[src/rtl/coin_validator.sv]
// coin_validator: conditions the 10-cent and 5-cent chute sensors into clean,
// one-cycle coin codes for the vending state machine.
//
// Ports:
//   clk                in   system clock
//   reset              in   synchronous, active-high reset
//   sense_10, sense_5  in   raw asynchronous chute sensors (high while a coin passes)
//   coins[1:0]         out  registered code: 00 none, 01 ten cents, 10 five cents
//   jam                out  registered, high while either channel is jammed
//   tally_10, tally_5  out  8-bit saturating accepted-coin counts
//                           (only when COIN_VALIDATOR_TALLY_EN is defined)
//
// Optional feature macro: COIN_VALIDATOR_TALLY_EN adds the tally counters and ports.
// Latency: a sensor first seen by the synchroniser at edge t yields its code on
// `coins` after edge t+DEBOUNCE_CYCLES+2.

// ---------------------------------------------------------------------------
// coin_validator_channel: synchroniser plus debounce/jam FSM for one chute.
// `accept` is a combinational one-cycle strobe in the cycle the coin qualifies;
// `jammed` stays set from JAM entry until the channel is back in IDLE.
// ---------------------------------------------------------------------------
module coin_validator_channel #(
  parameter int DEBOUNCE_CYCLES = 4,
  parameter int JAM_CYCLES      = 64
) (
  input  logic clk,
  input  logic reset,
  input  logic sense,
  output logic accept,
  output logic jammed
);

  localparam int JW = $clog2(JAM_CYCLES + 1);
  localparam logic [7:0]    DEBOUNCE_LAST = 8'(DEBOUNCE_CYCLES - 1);
  localparam logic [JW-1:0] JAM_LIMIT     = JW'(JAM_CYCLES);

  typedef enum logic [2:0] {
    IDLE      = 3'd0,
    ARMING    = 3'd1,
    HELD      = 3'd2,
    RELEASING = 3'd3,
    JAM       = 3'd4
  } state_t;

  state_t        state, state_next;
  logic          sync_1, sync_2;
  logic [7:0]    count, count_next;
  logic [JW-1:0] jam_count, jam_count_next;
  logic          jammed_next;

  always_ff @(posedge clk) begin
    if (reset) begin
      sync_1    <= 1'b0;
      sync_2    <= 1'b0;
      state     <= IDLE;
      count     <= '0;
      jam_count <= '0;
      jammed    <= 1'b0;
    end else begin
      sync_1    <= sense;
      sync_2    <= sync_1;
      state     <= state_next;
      count     <= count_next;
      jam_count <= jam_count_next;
      jammed    <= jammed_next;
    end
  end

  always_comb begin
    state_next     = state;
    count_next     = count;
    jam_count_next = jam_count;
    jammed_next    = jammed;
    accept         = 1'b0;

    case (state)
      IDLE: begin
        if (sync_2) begin
          state_next = ARMING;
          count_next = 8'd1;
        end
      end

      ARMING: begin
        if (sync_2) begin
          // The sample that brings the run to DEBOUNCE_CYCLES is the acceptance.
          if (count == DEBOUNCE_LAST) begin
            accept         = 1'b1;
            state_next     = HELD;
            count_next     = '0;
            jam_count_next = '0;
          end else begin
            count_next = count + 8'd1;
          end
        end else begin
          state_next = IDLE;
          count_next = '0;
        end
      end

      HELD: begin
        if (sync_2) begin
          // Once the counter has reached JAM_CYCLES, the next high sample
          // commits the jam; the counter itself never exceeds the limit.
          if (jam_count == JAM_LIMIT) begin
            state_next  = JAM;
            jammed_next = 1'b1;
          end else begin
            jam_count_next = jam_count + JW'(1);
          end
        end else begin
          state_next = RELEASING;
          count_next = 8'd1;
        end
      end

      RELEASING: begin
        if (sync_2) begin
          state_next     = HELD;
          count_next     = '0;
          jam_count_next = '0;
        end else if (count == DEBOUNCE_LAST) begin
          state_next     = IDLE;
          count_next     = '0;
          jam_count_next = '0;
          jammed_next    = 1'b0;
        end else begin
          count_next = count + 8'd1;
        end
      end

      JAM: begin
        if (!sync_2) begin
          state_next = RELEASING;
          count_next = 8'd1;
        end
      end

      default: begin
        state_next     = IDLE;
        count_next     = '0;
        jam_count_next = '0;
        jammed_next    = 1'b0;
      end
    endcase
  end

endmodule

// ---------------------------------------------------------------------------
// coin_validator: two channels feeding a pending-flag arbiter with a gap timer.
// ---------------------------------------------------------------------------
module coin_validator #(
  parameter int DEBOUNCE_CYCLES = 4,
  parameter int GAP_CYCLES      = 2,
  parameter int JAM_CYCLES      = 64
) (
  input  logic       clk,
  input  logic       reset,
  input  logic       sense_10,
  input  logic       sense_5,
  output logic [1:0] coins,
  output logic       jam
`ifdef COIN_VALIDATOR_TALLY_EN
  ,
  output logic [7:0] tally_10,
  output logic [7:0] tally_5
`endif
);

  localparam int GW = (GAP_CYCLES > 0) ? $clog2(GAP_CYCLES + 1) : 1;

  logic          accept_10, accept_5;
  logic          jammed_10, jammed_5;
  logic          pending_10, pending_5;
  logic          grant_10, grant_5;
  logic [GW-1:0] gap_count;

  coin_validator_channel #(
    .DEBOUNCE_CYCLES(DEBOUNCE_CYCLES),
    .JAM_CYCLES     (JAM_CYCLES)
  ) u_chan_10 (
    .clk   (clk),
    .reset (reset),
    .sense (sense_10),
    .accept(accept_10),
    .jammed(jammed_10)
  );

  coin_validator_channel #(
    .DEBOUNCE_CYCLES(DEBOUNCE_CYCLES),
    .JAM_CYCLES     (JAM_CYCLES)
  ) u_chan_5 (
    .clk   (clk),
    .reset (reset),
    .sense (sense_5),
    .accept(accept_5),
    .jammed(jammed_5)
  );

  // Fixed priority: ten cents wins a tie, five cents waits out the gap.
  always_comb begin
    grant_10 = 1'b0;
    grant_5  = 1'b0;
    if (gap_count == '0) begin
      if (pending_10) begin
        grant_10 = 1'b1;
      end else if (pending_5) begin
        grant_5 = 1'b1;
      end
    end
  end

  always_ff @(posedge clk) begin
    if (reset) begin
      pending_10 <= 1'b0;
      pending_5  <= 1'b0;
      gap_count  <= '0;
      coins      <= 2'b00;
      jam        <= 1'b0;
    end else begin
      // Debounce outlasts the gap, so a flag is always clear before its
      // channel can accept again; set-after-clear ordering is only a safeguard.
      pending_10 <= (pending_10 & ~grant_10) | accept_10;
      pending_5  <= (pending_5 & ~grant_5) | accept_5;

      if (gap_count != '0) begin
        gap_count <= gap_count - GW'(1);
      end else if (grant_10 || grant_5) begin
        gap_count <= GW'(GAP_CYCLES);
      end

      coins <= grant_10 ? 2'b01 : (grant_5 ? 2'b10 : 2'b00);
      jam   <= jammed_10 | jammed_5;
    end
  end

`ifdef COIN_VALIDATOR_TALLY_EN
  always_ff @(posedge clk) begin
    if (reset) begin
      tally_10 <= 8'd0;
      tally_5  <= 8'd0;
    end else begin
      if (grant_10 && (tally_10 != 8'hFF)) begin
        tally_10 <= tally_10 + 8'd1;
      end
      if (grant_5 && (tally_5 != 8'hFF)) begin
        tally_5 <= tally_5 + 8'd1;
      end
    end
  end
`endif

endmodule

[config.mk]
export PLATFORM = sky130hd
export DESIGN_NAME = coin_validator
export DESIGN_NICKNAME = d
export VERILOG_FILES = /design/src/rtl/coin_validator.sv
export SDC_FILE = /design/constraint.sdc
export NUM_CORES = 1
export LEC_CHECK = 0
export ABC_AREA = 1
export BUFFER_PORTS_ARGS = -buffer_cell sky130_fd_sc_hd__buf_2
export CORE_MARGIN = 2
export CORE_UTILIZATION = 50
export CTS_CLUSTER_SIZE = 30
export DETAILED_ROUTE_END_ITERATION = 10
export GPL_TIMING_DRIVEN = 0
export PLACE_DENSITY_LB_ADDON = 0.1
export SETUP_SLACK_MARGIN = 0.5
export SKIP_LAST_GASP = 1
export SLEW_MARGIN = 40
export SYNTH_ARGS = -nofsm -noshare
export SYNTH_HDL_FRONTEND = slang
export SYNTH_SLANG_ARGS = --single-unit
[constraint.sdc]
create_clock -name clk -period 1.61 [get_ports clk]
set_input_delay 0.322 -clock clk [delete_from_list [all_inputs] [get_ports clk]]
set_output_delay 0.322 -clock clk [all_outputs]
set_load 0.03 [all_outputs]
* After elaboration in Yosys (flattened, before gate mapping) *
Index checks and enable logic that the tools add are counted.

word-level totals
  flip-flop bits (word level) = 49
  input port bits = 4
  output and inout bits = 3
  logic and storage cells = 158

cells by class
  $add $sub $neg = 5
  eq/ne operators = 36
  muxes and demuxes = 67
  bitwise logic cells = 11
  reduce and logical (&&, ||, !) cells = 21

operator list
  cell                                                    number
  2-to-1 mux 8 bit                                        10
  2-to-1 mux 7 bit                                        10
  case mux 8 bit (4 select lines)                         2
  case mux 7 bit (4 select lines)                         2
  2-to-1 mux 3 bit                                        16
  case mux 3 bit (5 select lines)                         2
  2-to-1 mux 1 bit                                        20
  inequality test 2 x 1 -> 1 bit (second input constant)  10
  AND reduction 5 bit                                     4
  adder 8 x 1 -> 8 bit (second input constant)            2
  == test 8 x 2 -> 1 bit (second input constant)          2
  inequality test 2 bit (second input constant)           8
  adder 7 x 1 -> 7 bit (second input constant)            2
  == test 7 bit (second input constant)                   2
  == test 3 x 2 -> 1 bit (second input constant)          4
  inequality test 3 bit (second input constant)           4
  OR reduction 2 bit                                      5
  AND reduction 4 bit                                     2
  == test 3 x 1 -> 1 bit (second input constant)          2
  == test 3 bit (second input constant)                   2
  zero test 3 bit                                         2
  2-to-1 mux 2 bit                                        3
  inequality test 3 x 1 -> 1 bit (second input constant)  2
  inverter 1 bit                                          6
  other kinds (9)                                         16

* Longest topological paths before layout *
  depth after elaboration = 6
  mapped depth = 12
  gate-level depth less buffers = 12

* Hierarchy *
Synthesis repeated with hierarchy kept, for this count alone.

unflattened totals
  cells, all modules = 478
  area, all modules = 3,163.0 um^2

by module, submodules not included
  module                              times used  cells an instance  area each (um^2)  seq. area each (um^2)
  coin_validator_channel (u_chan_5)   1           223                1,441.4           420.4
  coin_validator_channel (u_chan_10)  1           219                1,433.9           420.4
  coin_validator                      1           36                 287.8             140.1

* Worst setup path after synthesis *
OpenSTA, ideal clock, no wires.

  kind = reg2reg
  from = reg u_chan_10.count[0]
  to = reg u_chan_10.state[1]
  setup time = 0.128 ns
  data arrival time = 1.352 ns
  required time = 1.482 ns
  path slack = 0.130 ns
  stages on the path, launching flop included = 11
  buffers on the path = 0
  clock period less this slack = 1.480 ns
  path through = dfxtp_1 -> ha_1 -> nand2_1 -> nor2_1 -> nand2_1 -> nand3_1 -> nand2_2 -> nor2_1 -> nand3_1 -> nand2_1 -> nor2_1

on the way
  word-level cells in the longest chain between the ends = 3
  elaborated cells on any way between the ends = 4
  classes of those cells = eq/ne: 3; reduce/logical: 1

ends and longest elaborated chain
  element                                                                                          RTL line  text
  from (decl)                                                                                      47        logic [7:0] count, count_next;
  from (signal assigned)                                                                           63        count <= count_next;
  == test 8 x 2 -> 1 bit *                                                                         87, 122
  inequality test 3 x 1 -> 1 bit (no source line) / inequality test 3 bit (equally long branches)  --
  AND reduction 5 bit (no source line) *                                                           --
  to (signal assigned)                                                                             62        state <= state_next;
  to (decl)                                                                                        45        state_t state, state_next;

Mark *: on every way between the ends. The rest lies on a longest branch, timed or not.
A chain may end at the register's enable or synchronous reset.

* Worst setup path after layout *
  from = reg u_chan_10.jam_count[0]
  to = reg u_chan_10.state[1]

on the way
  word-level cells in the longest chain between the ends = 3

ends and longest elaborated chain
  element                                 RTL line  text
  from (decl)                             48        logic [JW-1:0] jam_count, jam_count_next;
  from (signal assigned)                  64        jam_count <= jam_count_next;
  == test 7 bit                           105       if (jam_count == JAM_LIMIT) begin
  inequality test 3 bit (no source line)  --
  AND reduction 5 bit (no source line)    --

No other way between the ends.

==> results_dict.tcl <==
set metrics [dict create \
    detailed_place_hpwl_um 4310 \
    dr.pass1.iters 5 \
    drt_iter0_drc 208 \
    cts.sinks 49 \
    overflow 0 \
    final_nets 519 \
    synthXorXnorAreaFrac_pct 0.949 \
    ys_warn_count 0 \
    seqCellArea_um2 1040 \
    p_int_uw 3510 \
    grt_max_degree 17 \
    synth.area.top_cells "dfxtp_1, nand2_1, nor2_1, inv_1, nand3_1" \
    ant_nets 0 \
    die-area_um2 6150 \
    muxShareOfSynthArea_pct 0 \
    maxSlewViolCount 0 \
    drv_cap 0 \
    io_pins 7 \
    irDropWorstVdd_mv 1.16 \
    cts_tree "yes" \
    io_buffers 5 \
    initial_core_util_pct 50.9 \
    syn_inst 430 \
    worstMarginPinSlew_ns 0.601 \
    start_kind "flop" \
    combPwrFrac_pct 60.7 \
    core_area_um2 5440 \
    routabilityCongestion 0.927 \
    yosys.area.top_type_share_pct 35.4 \
    area_growth_pct 55.5 \
    num_antenna_cells 0 \
    post-route-period-util_pct 99.1 \
    post_drt_wl_per_cell_um 15.9 \
    synthSimpleGateAreaFrac_pct 39.5 \
    rsz0062_at_grt "true" \
    final_util_pct 79.1 \
    synth-seq-cells 49 \
    die_h_um 78.4 \
    swShare_pct 45.0 \
    drive_gt1_share_pct 46.7 \
    htreeDepth 2 \
    outcome "finished clean" \
    power.total_uw 6390 \
    hold_viol 0 \
    drt-vias-per-instance 5.54 \
    drc 0 \
    n_fill_cell 339 \
    max_freq_mhz 627 \
    p_switching_uw 2880 \
    grt_pass1_wl_um 13400 \
    wirelength_um 9230 \
    leakagePower_uw 0.00178 \
    clockBufferDepth 2 \
    final.setup_skew_ns 0.0103 \
    multiInputGateArea_um2 2160 \
    synth_compound_area_share_pct 10.8 \
    period_needed_ns 1.59 \
    power_density_nw_per_um2 1480 \
    cp_max_fo 4 \
    syn_area_um2 2770 \
    finalInstanceArea_um2 4300 \
    ys_types 29 \
    globalRouteTotalUtil_pct 27.4 \
    yosys.area.top_type "dfxtp_1" \
    endpoint_kind "flop" \
    antenna_found_initial 0 \
    sequentialPowerShare_pct 25.0 \
    power.clock.fraction_pct 14.3 \
    synth_fa_ha_area_share_pct 4.07 \
    slew_headroom_pct 59.9 \
    synth_area_per_cell_um2 6.44 \
    clk_latency_ns 0.31 \
    hp-class "in -> reg" \
    crit_arrival_ns 1.78 \
    synth_nets 443 \
    first_global_vias 2968 \
    num_vias 3210 \
    die_width_um 78.4 \
    seq_area_frac_synth_pct 35.4 \
    path_class "reg -> reg" \
    required_ns 1.79 \
    placed_cell_area_um2 3050 \
    fp-row-count 27 \
    numCtsBuffers 5 \
    setup_violations 0 \
    clockRootBuffer "clkbuf_8" \
    synth_top_family_by_area "simple AND/OR/NAND/NOR gates" \
    clk_pin_slew_ns 0.09 \
]
per-stage QoR:
step	setup TNS, ns	instances	hold WS, ns	worst slack, ns
finish	0	579	0.212	0.0151
global route	-0.0978	579	0.216	-0.0558
CTS	0	562	0.205	0.206
detailed placement	0	507	0.394	0.0379
global placement	0	507	0.382	0.0613
floorplan	0	430	0.381	0.249
power groups by stage:
stage	Combinational [uW]	Clock, uW	Sequential, uW
2_1_floorplan	1560	0	1520
3_3_place_gp	1900	0	1540
3_5_place_dp	1920	0	1540
4_1_cts	2830	931	1550
5_1_grt	4130	978	1610
6_report	3870	915	1600
cell usage in the layout, fill, tap and decap left out, types with 5 or more instances in the layout:
cell / count
nand3_2: 5
nand2_2: 13
nand3_4: 9
nand3_1: 24
o21ai_1: 11
nor2_1: 38
inv_1: 37
dfxtp_1: 23
a21oi_2: 11
o21ai_2: 5
buf_4: 48
nand4_1: 12
nor2_4: 19
dfxtp_4: 9
inv_4: 7
inv_2: 13
nand2_1: 87
clkbuf_8: 5
nand2_4: 14
dfxtp_2: 17
nor2_2: 9
buf_6: 18
a21oi_1: 19
critical path, cell delays in order, from the launching register on:
cell     delay, ns
dfxtp_4       0.37
inv_4         0.06
ha_4          0.11
nand2_1       0.05
inv_1         0.08
nand3_2       0.11
nand2_1       0.17
nand2_2       0.11
buf_12        0.13
nor2_4        0.11
nand3_2       0.06
nand2_1       0.06
nor2_1        0.04
sequential cells by signal (all words and copies together) (netlist names):
name                 count
u_chan_10.state          3
gap_count                2
u_chan_5.sync_1          1
u_chan_5.sync_2          1
u_chan_10.count          8
u_chan_5.count           8
pending_10               1
u_chan_10.jammed         1
u_chan_10.jam_count      7
jam                      1
pending_5                1
u_chan_10.sync_2         1
u_chan_5.jam_count       7
coins                    2
u_chan_10.sync_1         1
u_chan_5.state           3
u_chan_5.jammed          1
cell families after synthesis:
kind of cell,count (synthesis)
buffers and inverters,67
XOR/XNOR,3
adder cells (fa/ha/maj),9
AO/OA/AOI/OAI,57
flip-flops,49
AND/OR/NAND/NOR,245
synthesized netlist by cell type, drive strengths merged:
cell    count
o21ai      20
nor3        6
clkbuf      4
ha          9
nor2       66
or2         3
a22oi       1
nand4      12
xor2        2
a31oi       1
xnor2       1
buf         1
a21oi      31
o21bai      2
nand3b      2
inv        62
o22ai       2
nand2     118
nand3      38
dfxtp      49
what timing repair did:
action                                  4_1_cts  5_1_grt
hold buffers                                  0        0
buffers inserted                             47       17
resized for setup                           108       76
endpoints found under the setup margin       45       48
pin swaps                                    38       32
layout make-up:
type	count	area share (%)
clock buffer	5	1.60
buffer	5	0.669
inverter	62	6.40
tap	72	2.09
timing repair buffer	69	14.0
sequential	49	24.1
multi-input combinational	314	50.2
clock inverter	3	1.02
worst paths after layout:
| kind | from | end | slack, ns | depth (start not counted) |
|---|---|---|---|---|
| hold reg to reg | u_chan_10.sync_1$_SDFF_PP0_ | u_chan_10.sync_2$_SDFF_PP0_ | 0.41 | 2 |
| setup reg to reg | u_chan_10.jam_count[0]$_SDFFE_PP0P_ | u_chan_10.state[1]$_SDFFE_PP0P_ | 0.02 | 12 |
| setup / recovery | u_chan_10.jam_count[0]$_SDFFE_PP0P_ | u_chan_10.state[1]$_SDFFE_PP0P_ | 0.02 | 12 |
| hold / removal | sense_5 | u_chan_5.sync_1$_SDFF_PP0_ | 0.21 | 3 |
per-layer routing:
metal  wire length (um)  GRT usage, %  share of wire (%)  up-vias
met4                247          14.7                2.7        0
met3                434          3.56                4.7       24
met2               4870          47.2                 53      124
met1               3680          33.0                 40     1521
li1                   -             -                  -     1541
met5                  0             0                  0        -
Note: power is estimated with default switching activity, not from simulation.
